File: src/rtl/hazard_ctrl_if.sv
// rtl/hazard_ctrl_if.sv - ID-stage hazard controller signal bundle
//
// Purpose : groups the comparator inputs, redirect/memory handshake and the
//           pipeline enable/flush outputs of hazard_ctrl.
// Ports   : master - pipeline side: drives Rs/Rt/useRs/useRt/RtEx/isLoad/
//                    branchTaken/memReady, receives enables and flushes.
//           slave  - hazard_ctrl side: the mirror of master.
interface hazard_ctrl_if #(
    parameter int REG_W = 5
);
    logic [REG_W-1:0] Rs;
    logic [REG_W-1:0] Rt;
    logic             useRs;
    logic             useRt;
    logic [REG_W-1:0] RtEx;
    logic             isLoad;
    logic             branchTaken;
    logic             memReady;
    logic             pcEnable;
    logic             ifEnable;
    logic             controlEnable;
    logic             exEnable;
    logic             ifFlush;
    logic             idFlush;
    logic             stallActive;

    modport master (
        output Rs, Rt, useRs, useRt, RtEx, isLoad, branchTaken, memReady,
        input  pcEnable, ifEnable, controlEnable, exEnable, ifFlush, idFlush, stallActive
    );

    modport slave (
        input  Rs, Rt, useRs, useRt, RtEx, isLoad, branchTaken, memReady,
        output pcEnable, ifEnable, controlEnable, exEnable, ifFlush, idFlush, stallActive
    );
endinterface

File: src/rtl/hazard_ctrl.sv
// rtl/hazard_ctrl.sv - load-use stall, redirect flush and memory-wait freeze control
//
// Purpose : drives PC / IF-ID / ID-EX enables and IF-ID / ID-EX flushes for the
//           five-stage pipeline. Load-use stalls last LOAD_LAT cycles, taken
//           redirects squash IF/ID for FLUSH_CYCLES cycles, memReady=0 freezes
//           everything. Outputs are combinational from inputs and state.
// Ports   : clk, reset (async active-low), hz (hazard_ctrl_if.slave).
//           With HAZARD_STATS_EN defined: statsClear in, loadStallCount,
//           flushCount, memWaitCount (32-bit saturating) out.
// Macro   : HAZARD_STATS_EN
module hazard_ctrl #(
    parameter int REG_W        = 5,
    parameter int LOAD_LAT     = 1,
    parameter int FLUSH_CYCLES = 1
) (
    input  logic        clk,
    input  logic        reset,
`ifdef HAZARD_STATS_EN
    input  logic        statsClear,
    output logic [31:0] loadStallCount,
    output logic [31:0] flushCount,
    output logic [31:0] memWaitCount,
`endif
    hazard_ctrl_if.slave hz
);

    typedef enum logic [1:0] {ST_RUN, ST_LSTALL, ST_FLUSH, ST_MWAIT} state_t;

    localparam logic [REG_W-1:0] ZERO_REG  = '0;
    localparam logic [2:0]       CNT_LOAD  = 3'(LOAD_LAT - 1);
    localparam logic [2:0]       CNT_FLUSH = 3'(FLUSH_CYCLES - 1);

    state_t     r_state;
    logic [2:0] r_cnt;

    logic w_hazard;
    logic w_freeze;
    logic w_lstall;
    logic w_flush;

    assign w_hazard = hz.isLoad && (hz.RtEx != ZERO_REG) &&
                      ((hz.useRs && (hz.Rs == hz.RtEx)) ||
                       (hz.useRt && (hz.Rt == hz.RtEx)));

    // MWAIT only marks a freeze entered from RUN; once memory is ready it
    // behaves exactly like RUN.
    always_comb begin
        w_freeze          = 1'b0;
        w_lstall          = 1'b0;
        w_flush           = 1'b0;
        hz.pcEnable       = 1'b1;
        hz.ifEnable       = 1'b1;
        hz.controlEnable  = 1'b1;
        hz.exEnable       = 1'b1;
        hz.ifFlush        = 1'b0;
        hz.idFlush        = 1'b0;
        if (reset) begin
            if (!hz.memReady) begin
                w_freeze         = 1'b1;
                hz.pcEnable      = 1'b0;
                hz.ifEnable      = 1'b0;
                hz.controlEnable = 1'b0;
                hz.exEnable      = 1'b0;
            end else if (hz.branchTaken) begin
                w_flush     = 1'b1;
                hz.ifFlush  = 1'b1;
                hz.idFlush  = 1'b1;
            end else if (r_state == ST_FLUSH) begin
                w_flush     = 1'b1;
                hz.ifFlush  = 1'b1;
            end else if ((r_state == ST_LSTALL) || w_hazard) begin
                w_lstall         = 1'b1;
                hz.pcEnable      = 1'b0;
                hz.ifEnable      = 1'b0;
                hz.controlEnable = 1'b0;
            end
        end
        hz.stallActive = w_freeze || w_flush || w_lstall;
    end

    always_ff @(posedge clk or negedge reset) begin
        if (!reset) begin
            r_state <= ST_RUN;
            r_cnt   <= 3'd0;
        end else if (!hz.memReady) begin
            // Frozen: hold count, only remember that the freeze began in RUN.
            if (r_state == ST_RUN) r_state <= ST_MWAIT;
        end else if (hz.branchTaken) begin
            // A stall in progress belongs to a wrong-path instruction; drop it.
            if (FLUSH_CYCLES > 1) begin
                r_state <= ST_FLUSH;
                r_cnt   <= CNT_FLUSH;
            end else begin
                r_state <= ST_RUN;
                r_cnt   <= 3'd0;
            end
        end else if ((r_state == ST_FLUSH) || (r_state == ST_LSTALL)) begin
            r_cnt <= r_cnt - 3'd1;
            if (r_cnt == 3'd1) r_state <= ST_RUN;
        end else if (w_hazard && (LOAD_LAT > 1)) begin
            r_state <= ST_LSTALL;
            r_cnt   <= CNT_LOAD;
        end else begin
            r_state <= ST_RUN;
        end
    end

`ifdef HAZARD_STATS_EN
    always_ff @(posedge clk or negedge reset) begin
        if (!reset) begin
            loadStallCount <= 32'd0;
            flushCount     <= 32'd0;
            memWaitCount   <= 32'd0;
        end else if (statsClear) begin
            loadStallCount <= 32'd0;
            flushCount     <= 32'd0;
            memWaitCount   <= 32'd0;
        end else begin
            if (w_lstall && (loadStallCount != 32'hFFFF_FFFF)) loadStallCount <= loadStallCount + 32'd1;
            if (w_flush  && (flushCount     != 32'hFFFF_FFFF)) flushCount     <= flushCount + 32'd1;
            if (w_freeze && (memWaitCount   != 32'hFFFF_FFFF)) memWaitCount   <= memWaitCount + 32'd1;
        end
    end
`endif

endmodule

File: src/flat_wrapper.sv
// flat-port wrapper written by rule: the top's interface ports become plain ports
module hazard_ctrl_flat 
#(
    parameter int REG_W        = 5,
    parameter int LOAD_LAT     = 1,
    parameter int FLUSH_CYCLES = 1
)
  (clk, reset, hz_Rs, hz_Rt, hz_useRs, hz_useRt, hz_RtEx, hz_isLoad, hz_branchTaken, hz_memReady, hz_pcEnable, hz_ifEnable, hz_controlEnable, hz_exEnable, hz_ifFlush, hz_idFlush, hz_stallActive);
  hazard_ctrl_if #(.REG_W(REG_W)) hz_i ();
  input  logic clk;
  input  logic reset;
  input wire logic [$bits(hz_i.Rs)-1:0] hz_Rs;
  input wire logic [$bits(hz_i.Rt)-1:0] hz_Rt;
  input wire logic [$bits(hz_i.useRs)-1:0] hz_useRs;
  input wire logic [$bits(hz_i.useRt)-1:0] hz_useRt;
  input wire logic [$bits(hz_i.RtEx)-1:0] hz_RtEx;
  input wire logic [$bits(hz_i.isLoad)-1:0] hz_isLoad;
  input wire logic [$bits(hz_i.branchTaken)-1:0] hz_branchTaken;
  input wire logic [$bits(hz_i.memReady)-1:0] hz_memReady;
  output wire logic [$bits(hz_i.pcEnable)-1:0] hz_pcEnable;
  output wire logic [$bits(hz_i.ifEnable)-1:0] hz_ifEnable;
  output wire logic [$bits(hz_i.controlEnable)-1:0] hz_controlEnable;
  output wire logic [$bits(hz_i.exEnable)-1:0] hz_exEnable;
  output wire logic [$bits(hz_i.ifFlush)-1:0] hz_ifFlush;
  output wire logic [$bits(hz_i.idFlush)-1:0] hz_idFlush;
  output wire logic [$bits(hz_i.stallActive)-1:0] hz_stallActive;
  assign hz_i.Rs = hz_Rs;
  assign hz_i.Rt = hz_Rt;
  assign hz_i.useRs = hz_useRs;
  assign hz_i.useRt = hz_useRt;
  assign hz_i.RtEx = hz_RtEx;
  assign hz_i.isLoad = hz_isLoad;
  assign hz_i.branchTaken = hz_branchTaken;
  assign hz_i.memReady = hz_memReady;
  assign hz_pcEnable = hz_i.pcEnable;
  assign hz_ifEnable = hz_i.ifEnable;
  assign hz_controlEnable = hz_i.controlEnable;
  assign hz_exEnable = hz_i.exEnable;
  assign hz_ifFlush = hz_i.ifFlush;
  assign hz_idFlush = hz_i.idFlush;
  assign hz_stallActive = hz_i.stallActive;
  hazard_ctrl #(.REG_W(REG_W), .LOAD_LAT(LOAD_LAT), .FLUSH_CYCLES(FLUSH_CYCLES)) u_core (.clk(clk), .reset(reset), .hz(hz_i));
endmodule
File: config.mk
export PLATFORM = sky130hd
export DESIGN_NAME = hazard_ctrl_flat
export DESIGN_NICKNAME = d
export VERILOG_FILES = /design/src/rtl/hazard_ctrl_if.sv /design/src/rtl/hazard_ctrl.sv /design/src/flat_wrapper.sv
export SDC_FILE = /design/constraint.sdc
export NUM_CORES = 1
export LEC_CHECK = 0
export ABC_AREA = 1
export CORE_AREA = 2 2 39 41
export DETAILED_ROUTE_END_ITERATION = 10
export DIE_AREA = 0 0 41 43
export SYNTH_ARGS = -nofsm -noshare
export SYNTH_HDL_FRONTEND = slang
export SYNTH_SLANG_ARGS = --single-unit
File: constraint.sdc
create_clock -name clk -period 2 [get_ports clk]
set_input_delay 0.4 -clock clk [delete_from_list [all_inputs] [get_ports clk]]
set_output_delay 0.4 -clock clk [all_outputs]
set_load 0.01 [all_outputs]
# Word-level counts from Yosys, hierarchy flattened

Index checks and enable logic that the tools add are counted.

$mul: 0
Bitwise gates (word level): 0
Add/sub/neg operators: 1
Magnitude comparators: 0
Div/mod/pow operators: 0
Muxes and demuxes: 28
Shift operators: 0
Eq/ne operators: 6
Reduce and logical (&&, ||, !) cells: 15

Operators with widths:

| operator            | count |
|---|---|
| $mux 1              | 21 |
| $eq 5x5->1          | 2 |
| $mux 2              | 5 |
| $mux 3              | 2 |
| $logic_or 1x1->1    | 5 |
| $reduce_bool 5->1   | 1 |
| $logic_and 1x1->1   | 4 |
| $ne 4x4->1 const B  | 1 |
| $reduce_and 2->1    | 2 |
| $reduce_bool 2->1   | 2 |
| $eq 3x1->1 const B  | 1 |
| $sub 3x1->3 const B | 1 |
| $eq 2x1->1 const B  | 1 |
| $eq 2x2->1 const B  | 1 |
| $logic_not 2->1     | 1 |

Memories: 0
Latch bits: 0
Bits in registers: 5
Word-level logic and storage cells: 52
ROM bits: 0
Bits in writable memories: 0

# Depth between registers and ports, before layout

Depth after elaboration: 11
Depth in mapped cells: 8

# Least setup slack after synthesis

OpenSTA, ideal clock, no wires.

Path type: input to output
Start: input hz_RtEx[0]
End: output hz_ifEnable
Arrival: 1187 ps
Required time: 1600 ps
Setup slack: 413 ps
Cell stages on the path: 6
Cell sequence: nor2_1 -> nand4_1 -> nand4_1 -> clkinv_1 -> a21oi_1 -> buf_4

Longest elaborated chain between the ends: 10
Elaborated cells on any way between the ends: 14

Ends and longest elaborated chain:

| what                                        | RTL line                             | source |
|---|---|---|
| start: declaration                          | flat_wrapper.sv:16                   | `input wire logic [$bits(hz_i.RtEx)-1:0] hz_RtEx;` |
| $eq 5x5->1, on equally long branches        | hazard_ctrl.sv:42, hazard_ctrl.sv:43 |  |
| $logic_and 1x1->1, on equally long branches | hazard_ctrl.sv:42, hazard_ctrl.sv:43 |  |
| $logic_or 1x1->1                            | hazard_ctrl.sv:42                    | `((hz.useRs && (hz.Rs == hz.RtEx)) \|\|` |
| $logic_and 1x1->1 *                         | hazard_ctrl.sv:41                    | `assign w_hazard = hz.isLoad && (hz.RtEx != ZERO_REG) &&` |
| $logic_or 1x1->1 *                          | hazard_ctrl.sv:71                    | `end else if ((r_state == ST_LSTALL) \|\| w_hazard) begin` |
| $mux 1 * (5 in a row)                       | --                                   |  |
| end: declaration                            | flat_wrapper.sv:21                   | `output wire logic [$bits(hz_i.ifEnable)-1:0] hz_ifEnable;` |

Every way passes the cells marked *; elsewhere a longest branch is shown, timed or not.

# Worst setup path after layout

Start: input hz_memReady
End: output hz_idFlush

Longest elaborated chain between the ends: 2

Ends and longest elaborated chain:

| what               | RTL line           | source |
|---|---|---|
| start: declaration | flat_wrapper.sv:19 | `input wire logic [$bits(hz_i.memReady)-1:0] hz_memReady;` |
| $mux 1             | hazard_ctrl.sv:58  | `if (!hz.memReady) begin` |
| $mux 1             | hazard_ctrl.sv:57  | `if (reset) begin` |
| end: declaration   | flat_wrapper.sv:25 | `output wire logic [$bits(hz_i.idFlush)-1:0] hz_idFlush;` |

No other way between the ends.

==> metrics.txt <==
# TYPE chip_impl_metric gauge
chip_impl_metric{name="clock_buffers",unit=""} 0
chip_impl_metric{name="vdd_drop_max",unit="mV"} 0.04948
chip_impl_metric{name="multi_input_comb_area",unit="sq um"} 209.0
chip_impl_metric{name="detail_route.wirelength",unit="microns"} 765
chip_impl_metric{name="post-synth-top-area-fraction",unit="%"} 38.14
chip_impl_metric{name="maxCapViolCount",unit=""} 0
chip_impl_metric{name="layout.filler_cells",unit=""} 165
chip_impl_metric{name="ys_warn_count",unit=""} 0
chip_impl_metric{name="min_period_over_period",unit="%"} 96.96
chip_impl_metric{name="crit_required",unit="ps"} 1600
chip_impl_metric{name="syn-num-nets",unit=""} 92
chip_impl_metric{name="final_layout_size_suffix_gt1_share",unit="%"} 16.67
chip_impl_metric{name="finalHoldViolCount",unit=""} 0
chip_impl_metric{name="y_dimension_of_the_die",unit="microns"} 43
chip_impl_metric{name="holdWs",unit="ps"} 1419
chip_impl_metric{name="power_per_cell_area",unit="mW/mm^2"} 165.7
chip_impl_metric{name="grt_pass1_wl",unit="microns"} 1269
chip_impl_metric{name="cellLeakagePower",unit="uW"} 0.0004148
chip_impl_metric{name="drt-pass1-iter-count",unit=""} 4
chip_impl_info{name="timing.hold.worst.class",value="primary input to output pin"} 1
chip_impl_info{name="worstSetupPathType",value="primary input to output pin"} 1
chip_impl_metric{name="vias_after_detailed_routing",unit=""} 436
chip_impl_metric{name="rows",unit=""} 14
chip_impl_metric{name="post_drt_via_cell_ratio",unit=""} 3.893
chip_impl_metric{name="ant_nets",unit=""} 0
chip_impl_info{name="min-delay-start",value="hz_Rs[2]"} 1
chip_impl_metric{name="grt-ovfl-total",unit=""} 0
chip_impl_metric{name="finalWorstPathRequiredPeriod",unit="ps"} 1939
chip_impl_metric{name="crit_fanout",unit=""} 2
chip_impl_metric{name="worst_hold_path.num_cells",unit=""} 9
chip_impl_metric{name="io_pins",unit=""} 29
chip_impl_metric{name="synth-seq-area-share",unit="%"} 0
chip_impl_metric{name="final-instance-count-excl-fill",unit=""} 112
chip_impl_metric{name="initialDrtViolationCount",unit=""} 7
chip_impl_metric{name="areaGrowthSynthToFinish",unit="%"} 99.15
chip_impl_metric{name="setup-violations-final",unit=""} 0
chip_impl_metric{name="seq_cells",unit=""} 0
chip_impl_metric{name="post-cts-setup-buffer-count",unit=""} 0
chip_impl_metric{name="grt_use_total",unit="%"} 9.391
chip_impl_metric{name="final_gp_congestion",unit=""} 0.7040
chip_impl_info{name="worstHoldEndpoint",value="hz_stallActive"} 1
chip_impl_metric{name="layout.nets",unit=""} 120
chip_impl_metric{name="grt_max_degree",unit=""} 5
chip_impl_info{name="run_status",value="finished clean"} 1
chip_impl_info{name="synth_area_leader_cell",value="sky130_fd_sc_hd__nand2_1"} 1
chip_impl_metric{name="antenna_found_initial",unit=""} 0
chip_impl_metric{name="fin_setup_tns",unit="ps"} 0
chip_impl_metric{name="drc",unit=""} 0
chip_impl_metric{name="maxClockFrequency",unit="GHz"} 0.5157
chip_impl_info{name="unrepaired_setup_endpoints_after_global_routing",value="no"} 1
chip_impl_info{name="startpoint_type",value="primary input"} 1
chip_impl_metric{name="wirelength_per_cell",unit="microns"} 6.830
chip_impl_metric{name="hpwl",unit="microns"} 699.6
chip_impl_metric{name="worst-slew-pin-transition",unit="ps"} 185.3
chip_impl_info{name="end_kind",value="output pin"} 1
chip_impl_metric{name="first_global_vias",unit=""} 380
chip_impl_metric{name="synthesis.instances",unit=""} 70
chip_impl_metric{name="ys_types",unit=""} 12
chip_impl_metric{name="worstPathArrival",unit="ps"} 1540
chip_impl_metric{name="area_of_the_core_region",unit="sq mm"} 0.001384
chip_impl_metric{name="numPlacedInstances",unit=""} 112
chip_impl_metric{name="placement.io_buffers",unit=""} 28
chip_impl_metric{name="die_area",unit="sq mm"} 0.001763
chip_impl_info{name="global_route.peak_usage_layer",value="met2"} 1
chip_impl_metric{name="antenna_cells_inserted",unit=""} 0
chip_impl_metric{name="syn_area_per_cell",unit="sq um"} 4.218
chip_impl_info{name="synthMostInstantiatedCell",value="sky130_fd_sc_hd__nand2_1"} 1
chip_impl_metric{name="timing.final.max_slew_violations",unit=""} 0
chip_impl_metric{name="slew_headroom",unit="%"} 87.58
chip_impl_metric{name="layout.core_utilization",unit="%"} 42.50
chip_impl_metric{name="register_area",unit="sq um"} 0
chip_impl_metric{name="mappedNetlistArea",unit="sq um"} 295.3
chip_impl_metric{name="initial_core_util",unit="%"} 21.34
chip_impl_metric{name="die-width",unit="microns"} 41
chip_impl_metric{name="use_met3",unit="%"} 0
chip_impl_info{name="most_common_library_cells_after_synthesis",value="sky130_fd_sc_hd__nand2_1, sky130_fd_sc_hd__inv_1, sky130_fd_sc_hd__nor2_1, sky130_fd_sc_hd__inv_2, sky130_fd_sc_hd__buf_4"} 1
chip_impl_metric{name="grt_util_met1",unit="%"} 11.08
chip_impl_metric{name="grt_util_met2",unit="%"} 18.44
chip_impl_info{name="synth.area.top_cells",value="sky130_fd_sc_hd__nand2_1, sky130_fd_sc_hd__inv_1, sky130_fd_sc_hd__nor2_1"} 1
-- per-stage QoR --
stage               area (sq um)  total power (uW)  worst slack (ps)
CTS                        578.1             101.5            -6.021
global route               588.1             111.0             1.032
floorplan                  295.3             44.55             413.5
finish                     588.1             97.43             60.82
detailed placement         580.6             107.8            -464.9
global placement           580.6             107.4            -478.4
-- layer usage --
metal | part of all wire, % | up-vias | routed length, microns
met3 | 6.3 | 0 | 48
li1 | - | 251 | -
met2 | 51 | 11 | 389
met5 | 0 | - | 0
met1 | 43 | 174 | 327
met4 | 0 | 0 | 0
-- area by class of cell --
cell class | instances | share of cell area (%)
inverter | 20 | 12.77
multi-input combinational | 47 | 35.53
tap | 16 | 3.404
timing repair buffer | 29 | 48.30
-- critical path, stage by stage --
cell and delay (ps):
sky130_fd_sc_hd__clkdlybuf4s50_1 480, sky130_fd_sc_hd__inv_1 60, sky130_fd_sc_hd__nor3_2 210, sky130_fd_sc_hd__buf_4 140, sky130_fd_sc_hd__dlygate4sd2_1 250
-- cells in the final DEF, fill, tap and decap left out, drive strengths merged --
cell type and count:
buf 5, dlymetal6s2s 8, nor3 1, inv 18, clkdlybuf4s50 8, dlygate4sd2 8, a21oi 1, nand2 30
clkinv 2, nor2 10, nand4 2, nand3 3
-- report_power, final --
part	internal [uW]	leakage, uW	total [uW]	switching [uW]
combinational	54.2	0.000415	97.4	43.2
sequential	0	0	0	0
clock	0	0	0	0
total	54.2	0.000415	97.4	43.2
-- how the worst max path moves through the flow --
stage / slack (ps) / endpoint / from
finish: 60 / hz_idFlush / hz_memReady
floorplan: 410 / hz_ifEnable / hz_RtEx[0]
CTS: -6 / hz_controlEnable / hz_Rt[2]
global route: 1 / hz_idFlush / hz_memReady
detailed placement: -460 / hz_controlEnable / hz_RtEx[0]
global placement: -480 / hz_controlEnable / hz_RtEx[0]
-- logic make-up after synthesis --
kind of cell / after synthesis / synth area share, %
and+or+nand+nor: 46 / 65.25
buffers and inverters: 23 / 33.05
AOI/OAI and AO/OA: 1 / 1.693
-- timing repair --
| action | 4_1_cts | 5_1_grt |
|---|---|---|
| hold buffers | 0 | 0 |
| setup endpoints to repair | 7 | 4 |
| resized for setup | 23 | 13 |
| pin swaps | 2 | 5 |
(Power assumes the default switching activity.)
